**src/rtl/arb_pkg.sv**
```systemverilog
// rtl/arb_pkg.sv - state, select and sizing constants shared by the bus arbiter
package arb_pkg;

   localparam int unsigned NUM_REQ = 3;

   typedef enum logic [1:0] {
      IDLE  = 2'd0,
      GRANT = 2'd1,
      TURN  = 2'd2
   } arb_state_e;

   localparam logic [1:0] SEL_D1 = 2'b00;
   localparam logic [1:0] SEL_D2 = 2'b01;
   localparam logic [1:0] SEL_D3 = 2'b10;

   // Round-robin successor; indices wrap 2 -> 0.
   function automatic logic [1:0] rr_next(input logic [1:0] idx);
      return (idx >= 2'd2) ? 2'd0 : idx + 2'd1;
   endfunction

   function automatic logic [1:0] sel_of(input logic [1:0] idx);
      case (idx)
         2'd1:    return SEL_D2;
         2'd2:    return SEL_D3;
         default: return SEL_D1;
      endcase
   endfunction

endpackage

```
**src/rtl/mux_bus_arbiter_if.sv**
```systemverilog
// rtl/mux_bus_arbiter_if.sv - request/grant/select bundle between requesters and the arbiter
interface mux_bus_arbiter_if;
   logic [2:0] req;
   logic [2:0] gnt;
   logic       sel1;
   logic       sel2;
   logic       bus_valid;
   logic [1:0] owner;
   logic       timeout;

   modport master (
      input  req,
      output gnt, sel1, sel2, bus_valid, owner, timeout
   );

   modport slave (
      output req,
      input  gnt, sel1, sel2, bus_valid, owner, timeout
   );
endinterface

```
**src/rtl/rr_pick3.sv**
```systemverilog
// rtl/rr_pick3.sv - three-way round-robin winner search starting after the last owner
module rr_pick3
   import arb_pkg::*;
(
   input  logic [2:0] req,
   input  logic [1:0] last,
   output logic [1:0] win,
   output logic       any
);

   logic [1:0] cand;
   logic       found;

   assign any = |req;

   always_comb begin
      win   = 2'd0;
      cand  = last;
      found = 1'b0;
      for (int k = 0; k < NUM_REQ; k++) begin
         cand = rr_next(cand);
         if (req[cand] && !found) begin
            win   = cand;
            found = 1'b1;
         end
      end
   end

endmodule

```
**src/rtl/mux_bus_arbiter.sv**
```systemverilog
// rtl/mux_bus_arbiter.sv - round-robin owner of the 3-input bus mux; hold limit under ARB_TIMEOUT_EN
module mux_bus_arbiter
   import arb_pkg::*;
#(
   parameter int unsigned MAX_HOLD = 16,
   parameter int unsigned CNT_W    = 5
) (
   input  logic               clk,
   input  logic               rst,
   mux_bus_arbiter_if.master  arb_if
);

   arb_state_e state_q, state_d;
   logic [1:0] last_q, last_d;
   logic [1:0] owner_q, owner_d;
   logic [2:0] gnt_q, gnt_d;
   logic [1:0] sel_q, sel_d;
   logic       valid_q, valid_d;
   logic       timeout_q, timeout_d;
   logic [1:0] win;
   logic       any;
   logic       hold_hit;

   rr_pick3 u_pick (
      .req  (arb_if.req),
      .last (last_q),
      .win  (win),
      .any  (any)
   );

`ifdef ARB_TIMEOUT_EN
   logic [CNT_W-1:0] cnt_q, cnt_d;

   assign hold_hit = (cnt_q == CNT_W'(MAX_HOLD - 1));

   always_ff @(posedge clk or posedge rst) begin
      if (rst) cnt_q <= '0;
      else     cnt_q <= cnt_d;
   end
`else
   logic unused_cfg;

   assign hold_hit   = 1'b0;
   assign unused_cfg = (2 ** CNT_W > MAX_HOLD);
`endif

   always_comb begin
      state_d   = state_q;
      last_d    = last_q;
      owner_d   = owner_q;
      gnt_d     = '0;
      sel_d     = SEL_D1;
      valid_d   = 1'b0;
      timeout_d = 1'b0;
`ifdef ARB_TIMEOUT_EN
      cnt_d     = cnt_q;
`endif
      case (state_q)
         GRANT: begin
            if (!arb_if.req[owner_q]) begin
               state_d = TURN;
            end else if (hold_hit) begin
               state_d   = TURN;
               timeout_d = 1'b1;
            end else begin
               gnt_d   = gnt_q;
               sel_d   = sel_q;
               valid_d = 1'b1;
`ifdef ARB_TIMEOUT_EN
               cnt_d   = cnt_q + CNT_W'(1);
`endif
            end
         end
         // IDLE and TURN both arbitrate; TURN has already forced the dead cycle.
         default: begin
            if (any) begin
               state_d = GRANT;
               owner_d = win;
               last_d  = win;
               gnt_d   = 3'b001 << win;
               sel_d   = sel_of(win);
               valid_d = 1'b1;
`ifdef ARB_TIMEOUT_EN
               cnt_d   = '0;
`endif
            end else begin
               state_d = IDLE;
            end
         end
      endcase
   end

   always_ff @(posedge clk or posedge rst) begin
      if (rst) begin
         state_q   <= IDLE;
         last_q    <= 2'd2;
         owner_q   <= 2'd0;
         gnt_q     <= '0;
         sel_q     <= SEL_D1;
         valid_q   <= 1'b0;
         timeout_q <= 1'b0;
      end else begin
         state_q   <= state_d;
         last_q    <= last_d;
         owner_q   <= owner_d;
         gnt_q     <= gnt_d;
         sel_q     <= sel_d;
         valid_q   <= valid_d;
         timeout_q <= timeout_d;
      end
   end

   assign arb_if.gnt       = gnt_q;
   assign arb_if.sel1      = sel_q[1];
   assign arb_if.sel2      = sel_q[0];
   assign arb_if.bus_valid = valid_q;
   assign arb_if.owner     = owner_q;
   assign arb_if.timeout   = timeout_q;

endmodule

```
**src/flat_wrapper.sv**
```systemverilog
// flat-port wrapper written by rule: the top's interface ports become plain ports
module mux_bus_arbiter_flat import arb_pkg::*;
#(
   parameter int unsigned MAX_HOLD = 16,
   parameter int unsigned CNT_W    = 5
)
  (clk, rst, arb_if_req, arb_if_gnt, arb_if_sel1, arb_if_sel2, arb_if_bus_valid, arb_if_owner, arb_if_timeout);
  mux_bus_arbiter_if arb_if_i ();
  input  logic clk;
  input  logic rst;
  input wire logic [$bits(arb_if_i.req)-1:0] arb_if_req;
  output wire logic [$bits(arb_if_i.gnt)-1:0] arb_if_gnt;
  output wire logic [$bits(arb_if_i.sel1)-1:0] arb_if_sel1;
  output wire logic [$bits(arb_if_i.sel2)-1:0] arb_if_sel2;
  output wire logic [$bits(arb_if_i.bus_valid)-1:0] arb_if_bus_valid;
  output wire logic [$bits(arb_if_i.owner)-1:0] arb_if_owner;
  output wire logic [$bits(arb_if_i.timeout)-1:0] arb_if_timeout;
  assign arb_if_i.req = arb_if_req;
  assign arb_if_gnt = arb_if_i.gnt;
  assign arb_if_sel1 = arb_if_i.sel1;
  assign arb_if_sel2 = arb_if_i.sel2;
  assign arb_if_bus_valid = arb_if_i.bus_valid;
  assign arb_if_owner = arb_if_i.owner;
  assign arb_if_timeout = arb_if_i.timeout;
  mux_bus_arbiter #(.MAX_HOLD(MAX_HOLD), .CNT_W(CNT_W)) u_core (.clk(clk), .rst(rst), .arb_if(arb_if_i));
endmodule
```
**config.mk**
```make
export PLATFORM = sky130hd
export DESIGN_NAME = mux_bus_arbiter_flat
export DESIGN_NICKNAME = d
export VERILOG_FILES = /design/src/rtl/arb_pkg.sv /design/src/rtl/mux_bus_arbiter_if.sv /design/src/rtl/rr_pick3.sv /design/src/rtl/mux_bus_arbiter.sv /design/src/flat_wrapper.sv
export SDC_FILE = /design/constraint.sdc
export NUM_CORES = 1
export LEC_CHECK = 0
export CAP_MARGIN = 15
export CORE_AREA = 2 2 39 41
export CTS_CLUSTER_DIAMETER = 150
export DETAILED_ROUTE_END_ITERATION = 8
export DIE_AREA = 0 0 41 43
export GPL_ROUTABILITY_DRIVEN = 0
export PLACE_DENSITY = 0.66
export REMOVE_ABC_BUFFERS = 1
export SLEW_MARGIN = 5
export SYNTH_ARGS = -nofsm -noshare
export SYNTH_HDL_FRONTEND = slang
export SYNTH_HIERARCHICAL = 1
export SYNTH_SLANG_ARGS = --single-unit
```
**constraint.sdc**
```tcl
create_clock -name clk -period 1.7 [get_ports clk]
set_clock_uncertainty 0.1 [all_clocks]
set_input_delay 0.51 -clock clk [delete_from_list [all_inputs] [get_ports clk]]
set_output_delay 0.51 -clock clk [all_outputs]
set_load 0.05 [all_outputs]
```
Word level (Yosys, flattened, before mapping). Cells that the tools add are included.

Output and inout bits: 9. Register bits after elaboration: 12. Input port bits: 5. Logic and storage cells: 57.

Add/sub/neg operators: 3. Eq/ne operators: 4. Bitwise gates (word level): 1. Multiplexer cells: 29. Shifts and indexed selects: 1. $lt $le $gt $ge: 7. Reduce and logical (&&, ||, !) cells: 6.

Operators with widths (number): $mux 2 (11); $lt 2x3->1 const B (4); $mux 1 (10); $mux 3 (3); $bmux 1 s2 (4); $add 2x1->2 const B (3); $ge 2x2->1 const B (3); $eq 2x1->1 const B (2); $pmux 2 s2 (1); $reduce_or 3->1 (1); $shl 1x2->3 const A (1); $eq 2x2->1 const B (1); $logic_and 1x1->1 (2); $logic_not 1->1 (2); $ne 2x2->1 const B (1); $reduce_and 2->1 (1); $not 1->1 (1).

Logic depth before layout (Yosys ltp).
Word-level depth: 15. Depth in mapped cells: 4. Mapped depth without buffers: 4.

Hierarchy. The synthesis kept the hierarchy.

By module, submodules not included: mux_bus_arbiter (cells an instance 36, seq. area each 226.5 µm², area an instance 419.2 µm², instances 1); rr_pick3 (cells an instance 8, seq. area each 0.0 µm², area an instance 58.8 µm², instances 1).

Least setup slack after synthesis. OpenSTA, ideal clock, no wires.

Kind: reg2reg. Start point: register u_core.last_q[1]. End point: register u_core.gnt_q[0] (netlist: u_core/arb_if.gnt[0]). Arrival time: 1.436 ns. Slack: 0.091 ns. Buffers on the path: 0. Stages on the path, launching flop included: 5. Required time: 1.527 ns. Period minus slack after synthesis: 1.609 ns. Setup time: 0.073 ns. Cell sequence: dfstp_2 > a21oi_1 > o21a_1 > or4b_4 > a21oi_2.

Longest elaborated chain between the ends: 14. Elaborated cells between the ends (all ways): 27. Those cells by class: add/sub (3); order compare (3); shift (1); mux (16); reduce/logical (4).

RTL lines: from (decl) (line mux_bus_arbiter.sv:14) `logic [1:0] last_q, last_d;`; from (signal assigned) (line mux_bus_arbiter.sv:104) `last_q <= last_d;`; $add 2x1->2 / $ge 2x2->1 (equally long branches) (line arb_pkg.sv:18) `return (idx >= 2'd2) ? 2'd0 : idx + 2'd1;`; $mux 2 * (line arb_pkg.sv:18); parallel branches: the longest is 8 deep, another holds $add 2x1->2; $mux 2 * (line rr_pick3.sv:22) `if (req[cand] && !found) begin`; via u_core.win[1] (line mux_bus_arbiter.sv:20) `logic [1:0] win;`; $shl 1x2->3 * (line mux_bus_arbiter.sv:80) `gnt_d = 3'b001 << win;`; $mux 3 * (line mux_bus_arbiter.sv:76) `if (any) begin`; $mux 3 * (line mux_bus_arbiter.sv:58) `case (state_q)`; to (signal assigned) (line mux_bus_arbiter.sv:106) `gnt_q <= gnt_d;`; to (decl) (line mux_bus_arbiter.sv:16) `logic [2:0] gnt_q, gnt_d;`.

Mark *: on every way through the listed nets, which the timed path passes. The select of a mux whose other input is x is not followed. A chain may end at the register's enable or synchronous reset.

Worst setup path in the final report. Same ends and word-level chain as after synthesis.

==> out/metrics.yaml <==
status: "complete, no violations"
wl_per_cell_um: 12.1
ys_warn_count: 6
hpwl_um: 689
syn-instance-count: 44
setup_viol: 0
numCtsBuffers: 3
grt_pass1_vias: 344
grt_overflow_total: 0
core_area_mm2: 0.00138
pre_cts_slack_ns: -0.441
diodes: 0
reg2reg_slack_ns: 0.007
power.density_mw_per_mm2: 2200
netlist.area_leader.share_pct: 41.9
ys_seq_elements: 9
timing.rr.end: "u_core/arb_if.gnt[0]"
crit_path_max_fanout: 5
cp_num_buf_inv: 0
antenna_found_initial: 0
layout-drive-gt1-share_pct: 42.6
die_w_um: 41
cellLeakagePower_uw: 0.000336
fillers: 125
crit_chain: "a21oi_1, o21a_1, or4b_4, a21oi_2"
async_reset_ff_share_pct: 100
io_buffers: 12
syn_area_per_cell_um2: 10.9
area_delta_synth_final_pct: 54.5
cts_root_buf: "clkbuf_4"
h-tree-depth: 1
avgViaCountPerCell: 4.87
route.detailed.drc: 0
ys_types: 22
path_clk_slew_ns: 0.06
min_period_ns: 1.69
maxSlewViolCount: 0
max_freq_mhz: 591
worstSetupEndpointType: "register"
worstPathRequired_ns: 1.79
min_path_type: "in2async"
ant_nets: 0
post-route-period-util_pct: 99.6
via_count: 375
routed_wirelength_um: 932
endpoint: "u_core/arb_if.gnt[0]"
insertion_delay_ns: 0.25
rr_startpoint: "u_core/last_q[1]"
setup_tns_ns: 0
ys_top_cells_by_area: "dfrtp_1 42%, buf_4 6.3%, dfstp_2 5.5%"
cp.depth: 4
nets: 67
synth_seq_area_share_pct: 47.4
cpMaxStageDelayCell: "dfstp_2"
final_cell_mix: "8 x buf_12, 8 x dfrtp_1, 5 x buf_4, 4 x nand2_1"
grt_max_degree: 10
yosysTopAreaCell: "dfrtp_1"
hold_slack_ns: 0.403
cpPeakStageDelay_ns: 0.60
detail_route.iter0.violations: 12
grt_pass1_wl_mm: 1.48
critical_path.top_delay_family: "flip-flops"
num_io_pins: 14
synth_edf_count: 0
ctsHoldBuffers: 0
placementRows: 14
worst-setup-path-type: "reg2reg"
tritoncts: "done"
clockBufferDepth: 2
final.setup.worst_slack_ns: 0.00659
cts_sinks: 9
start_kind: "register"
die_area_mm2: 0.00176
crit_path_start: "u_core/last_q[1]"
track_usage_pct: 12.8
maxCapViolCount: 0
ys.flop_type: "dfrtp_1"
ir_drop_uv: 875
r2r_cells: 4
drt_pass1_iterations: 4
die_h_um: 43
start_util_pct: 34.5
netlist_area_um2: 478
cp_data_arrival_time_ns: 1.78
hold_viol: 0
[synthesized netlist by cell type, drive strengths merged (2+ instances only)]
cell	count
a21oi	4
nor2b	3
mux2	3
dfrtp	8
nand2	5
buf	4
nor2	3
nand4b	2
inv	2
[how the worst min path moves through the flow]
stage,from,endpoint,slack [ns]
4_1_cts,rst,u_core/arb_if.gnt[0],0.41
3_3_place_gp,u_core/arb_if.gnt[0],u_core/arb_if.gnt[0],0.47
3_5_place_dp,u_core/arb_if.gnt[0],u_core/arb_if.gnt[0],0.46
6_report,rst,u_core/arb_if.gnt[0],0.40
2_1_floorplan,rst,u_core/arb_if.bus_valid,0.24
5_1_grt,rst,u_core/arb_if.gnt[0],0.46
[kinds of logic (layout without fill, tap and decap cells)]
group                  after synthesis  in the layout  synth area share [%]
other                                1              1                 0.785
multiplexers                         4              4                  9.16
AND/OR/NAND/NOR                     17             17                  22.5
buffers and inverters                6             23                  7.85
flip-flops                           9              9                  47.4
AO/OA/AOI/OAI                        7              7                  12.3
[stage by stage]
stage          instances  util (%)  area (um^2)  total power (uW)
2_1_floorplan         40         -          448               948
3_5_place_dp          72      50.5          698              1440
4_1_cts               76      52.8          731              1620
3_3_place_gp          72      50.5          698              1420
5_1_grt               77      53.3          738              1710
6_report              77      53.3          738              1620
[flip-flops by register name, summed over array words and instances (netlist names)]
name	count
u_core/state_q	2
u_core/arb_if.bus_valid	1
u_core/arb_if.gnt	3
u_core/arb_if.owner	1
u_core/last_q	2
[metal layers]
metal  share of wire [%]  GRT usage (%)  vias to the layer above
met1                  44           16.7                      181
met2                  50           18.1                       12
li1                    -              -                      182
met5                   0              0                        -
met4                   0           6.00                        0
met3                 5.2           4.71                        0
[layout make-up]
cell class	instances	area, um^2	area share (%)
inverters	2	7.51	1.02
well taps	16	20.0	2.71
multi-input cells	29	224	30.3
flip-flops and latches	9	226	30.7
clock buffers	4	26.3	3.56
repair buffers	17	234	31.7
[timing repair]
| item | CTS | global route |
|---|---|---|
| endpoints found under the setup margin | 7 | 1 |
| hold endpoints to repair | 0 | 0 |
| resized for setup | 6 | 0 |
| pin swaps | 0 | 1 |
| setup buffers | 0 | 1 |
[report_power, final]
group          leakage [uW]  switching [uW]  internal (uW)  total, uW
combinational      0.000211             518            516       1030
sequential         0.000110             112            317        429
clock             0.0000150            71.5           90.3        162
No activity file was read; power rests on OpenSTA's default activity.
==> RTL edit 1: new RTL, same flow settings <==
`NUM_REQ`: 3 -> 2.
--- a/src/rtl/arb_pkg.sv
+++ b/src/rtl/arb_pkg.sv
@@ -2,5 +2,5 @@
 package arb_pkg;
 
-   localparam int unsigned NUM_REQ = 3;
+   localparam int unsigned NUM_REQ = 2;
 
    typedef enum logic [1:0] {
Function: changed (a bounded check fails within 4 cycles, from zero or initial values and one cycle with rst high).
==> RTL edit 1 against the original RTL <==
Setup slack improved by 0.061 ns; sequential cell count unchanged; area after synthesis fell by 4.7%; routed wire length fell by 14%; count of clock-buffer cells in the layout unchanged; power down 5.0%; cell area down 3.7%; clock power shrank 4%; largest power group unchanged; highest routed layer unchanged.
==> RTL edit 1: results (changes against the original RTL) <==
Drt
  • Via count normalized by instance count: 4.712 (-3.2%)
  • Routed wirelength normalized by instance count: 11.00 um (-9.1%)
  • Wl on met1: 345 um (-17%)
  • Total length of routed met3 wires: 51 um (+6.3%)
  • Number of DRC violations after detailed-routing iteration 0: 11 (-1)
  • Detailed-route via count: 344 (-8.3%)

Synth
  • Ranking of synthesized cells by instance count: dfrtp_1 (8), nand2_1 (5), buf_4 (4)
  • Cell count after synthesis: 41 (-6.8%)
  • Multiplexer area fraction after synthesis: 11.81% (+2.7 points)
  • Top cells by area in the synthesized netlist: dfrtp_1 (44%), buf_4 (6.6%), dfstp_2 (5.8%)
  • Proportion of synthesized chip area in sequential cells: 49.73% (+2.3 points)
  • Compound-cell area share of the yosys netlist: 6.593% (-5.7 points)
  • Unique masters post-synth: 21 (-4.5%)

Status
  • Status: finished, final reports clean

Global routing
  • Met1 Resource Use GR: 16.00% (-0.67 points)
  • Global-route wire length before repair: 1442 um (-2.8%)
  • Met2 routing resource usage after global routing: 16.88% (-1.2 points)

Power
  • VDD IR max: 858.5 uV (-1.9%)
  • Sw Pwr: 658.5 uW (-6.1%)
  • Reported leakage power: 0.0003171 uW (-5.5%)

Critical path
  • Max incr delay on CP: 0.56 ns (-0.04 ns)
  • Count of cells along the worst register-to-register path: 4 (unchanged)
  • R2R Setup Slk: 0.07 ns (+0.06 ns)
  • Arrival time at the worst endpoint: 1.72 ns (-0.06 ns)
  • Critical path peak fanout: 3 (-2)
  • Cell class contributing the biggest share of worst-path delay: simple AND/OR/NAND/NOR gates

Cells and area
  • Final-stage net count: 63 (-6.0%)

CTS
  • Number of instances resized during post-cts repair: 6 (unchanged)

Placed design
  • Post-placement cell area: 675.6 um2 (-3.2%)
  • Pre-CTS WS: -0.3963 ns (+0.04432 ns)

Timing
  • Minimum clock period: 1.633 ns (-0.06069 ns)
RTL edit 1: final cells by class:
type | count | area, um2
clock buffer | 4 | 26.28
fill | 125 | 673.1
inverter | 1 | 3.754
multi-input combinational | 27 | 207.7
sequential | 9 | 226.5
tap | 16 | 20.02
timing repair buffer | 16 | 226.5
RTL edit 1: power groups by stage:
| stage | registers, uW | logic, uW | clock network (uW) |
|---|---|---|---|
| 4_1_cts | 422 | 972 | 166 |
| 6_report | 420 | 968 | 156 |
| 3_3_place_gp | 420 | 950 | 0 |
| 3_5_place_dp | 426 | 955 | 0 |
| 5_1_grt | 434 | 1020 | 185 |
| 2_1_floorplan | 654 | 255 | 0 |
RTL edit 1: metrics by stage:
| stage | util (%) | hold slack [ns] |
|---|---|---|
| floorplan | - | 0.2372 |
| global placement | 48.82 | 0.4606 |
| detailed placement | 48.82 | 0.4693 |
| CTS | 51.36 | 0.4094 |
| global route | 51.36 | 0.4549 |
| finish | 51.36 | 0.4041 |
==> RTL edit 2: new RTL, same settings <==
Made on the original files. The 3 states of `arb_state_e` get a one-hot encoding in 3 bits.
--- a/src/rtl/arb_pkg.sv
+++ b/src/rtl/arb_pkg.sv
@@ -4,8 +4,8 @@
    localparam int unsigned NUM_REQ = 3;
 
-   typedef enum logic [1:0] {
-      IDLE  = 2'd0,
-      GRANT = 2'd1,
-      TURN  = 2'd2
+   typedef enum logic [2:0] {
+      IDLE  = 3'b001,
+      GRANT = 3'b010,
+      TURN  = 3'b100
    } arb_state_e;
 
Behaviour: same outputs for any inputs over 10 cycles, from zero or initial values and one cycle with rst high; not proved beyond that.
==> RTL edit 2 against the original RTL <==
Area after synthesis rose by 6.0%; power decreased by 0.11%; cell area increased by 4.4%; largest cell class is now flip-flops and latches; hold slack improved by 0.014 ns; largest power group unchanged; register-to-register slack improved by 0.07 ns; setup slack better by 0.062 ns; critical endpoint is now u_core/arb_if.owner[1]; routed wire length down 1.6%; die area stayed put; sequential cell count increased by 1; utilization up 2.4 points; highest routed layer unchanged; via count rose by 2.4%.
==> RTL edit 2: results (changes against the original RTL) <==
Synth
  • Cell count after synthesis: 46 (+4.5%)
  • Ys Warns: 6 (unchanged)
  • Unique masters post-synth: 23 (+4.5%)
  • Proportion of synthesized chip area in sequential cells: 49.88% (+2.5 points)
  • Top cells by area in the synthesized netlist: dfrtp_1 (40%), dfstp_2 (10%), mux2_2 (6.7%)
  • Share of flip-flops with an asynchronous set or reset after synthesis: 100.0% (unchanged)
  • Ranking of synthesized cells by instance count: dfrtp_1 (8), buf_4 (4)

Placed design
  • Pre-CTS WS: -0.4092 ns (+0.03144 ns)
  • DPL Wire Length: 714.8 um (+3.7%)
  • Number of placed cells counting well taps: 75 (+4.2%)
  • Input/output buffers: 12 (unchanged)

Global routing
  • Antenna violations before repair: 0 (unchanged)
  • Largest net degree at the start of global routing: 11 (+1)
  • Overall fraction of global-route tracks in use: 12.61% (-0.18 points)
  • Global-route wire length before repair: 1469 um (-0.94%)

Cells and area
  • Register ranked first by flip-flop count: u_core/state_q
  • Number of fillers in the final layout: 119 (-4.8%)
  • Flip-flop count of the largest register after layout: 3 (unchanged)
  • Antenna diode count: 0 (unchanged)
  • Share of layout cells above drive strength 1: 39.68% (-2.9 points)
  • Final-stage net count: 69 (+3.0%)

Critical path
  • Critical path peak fanout: 5 (unchanged)
  • Arrival time at the worst endpoint: 1.68 ns (-0.10 ns)
  • Slowest stage cell, crit path: or3_1
  • Max incr delay on CP: 0.40 ns (-0.20 ns)
  • Cell class contributing the biggest share of worst-path delay: simple AND/OR/NAND/NOR gates

Drt
  • Routed wirelength normalized by instance count: 11.61 um (-4.1%)
  • Routed WL: 917 um (-1.6%)
  • Detailed Routing Iterations Pass 1: 1 (-3)
  • Number of DRC violations after detailed-routing iteration 0: 0 (-12)
  • Detailed-route via count: 384 (+2.4%)

Power
  • Reported leakage power: 0.0003442 uW (+2.5%)
  • VDD IR max: 895.1 uV (+2.3%)

Status
  • Status: finished, final reports clean

Hold path
  • Type of the tightest min-delay check: in2async

CTS
  • Clock slew at reported path FFs: about 0.070 ns
  • CTS H-Tree Depth: 1 (unchanged)
  • Post-CTS setup buffers: 0 (unchanged)
  • Library cell used as clock root buffer: clkbuf_4
  • Clock insertion delay at the later pin of the skew report: about 0.26 ns
  • Clock Path Buffers: 2 (unchanged)
  • Number of buffers inserted during clock tree synthesis: 3 (unchanged)
RTL edit 2: logic make-up after synthesis:
logic type             after synthesis  share of synthesized area (%)
AOI/OAI and AO/OA                    9                          12.59
buffers and inverters                7                          9.630
and+or+nand+nor                     15                          18.52
other                                1                         0.7400
DFF                                 10                          49.88
muxes                                4                          8.642
RTL edit 2: path summary, 6_finish.rpt:
check / from / endpoint / slack (ns) / cells past startpoint
hold reg to reg: u_core/arb_if.gnt[0] / u_core/arb_if.gnt[0] / 0.48 / 2
min in group clk: u_core/arb_if.gnt[0] / u_core/arb_if.gnt[0] / 0.48 / 2
hold / removal: rst / u_core/arb_if.bus_valid / 0.42 / 2
max in group asynchronous: rst / u_core/last_q[1] / 0.77 / 2
setup / recovery: arb_if_req[1] / u_core/arb_if.owner[1] / 0.07 / 4
setup reg to reg: u_core/last_q[1] / u_core/arb_if.gnt[0] / 0.08 / 4
RTL edit 2: final cells by class:
| type | count | share of cell area, % |
|---|---|---|
| clock buffer | 4 | 4.708 |
| sequential | 10 | 32.79 |
| multi-input combinational | 29 | 27.60 |
| tap | 16 | 2.597 |
| timing repair buffer | 18 | 31.33 |
| inverter | 2 | 0.9740 |
RTL edit 2: metal layers:
metal  wire (um)  vias up  track usage, %
met1         416      185           16.44
li1            -      191               -
met4           0        0           6.000
met3          37        0           5.236
met2         463        8           17.50
met5           0        -               0
RTL edit 2: stage by stage:
stage / hold slack, ns / area [um2] / utilization [%] / TNS, ns
after floorplan: 0.2487 / 465.4 / - / -0.1999
after global placement: 0.4684 / 730.7 / 52.80 / -2.856
after detailed placement: 0.4937 / 730.7 / 52.80 / -3.073
after CTS: 0.4280 / 770.7 / 55.70 / 0
after global routing: 0.4648 / 770.7 / 55.70 / 0
final: 0.4168 / 770.7 / 55.70 / 0
RTL edit 2: timing repair:
item | 4_1_cts | 5_1_grt
endpoints found under the hold margin | 0 | 0
setup endpoints to repair | 7 | 0
gates resized for setup | 6 | 0
RTL edit 2: power by group:
group	internal (uW)	switching [uW]
logic	485	485
clock network	130	83.3
registers	342	97.4
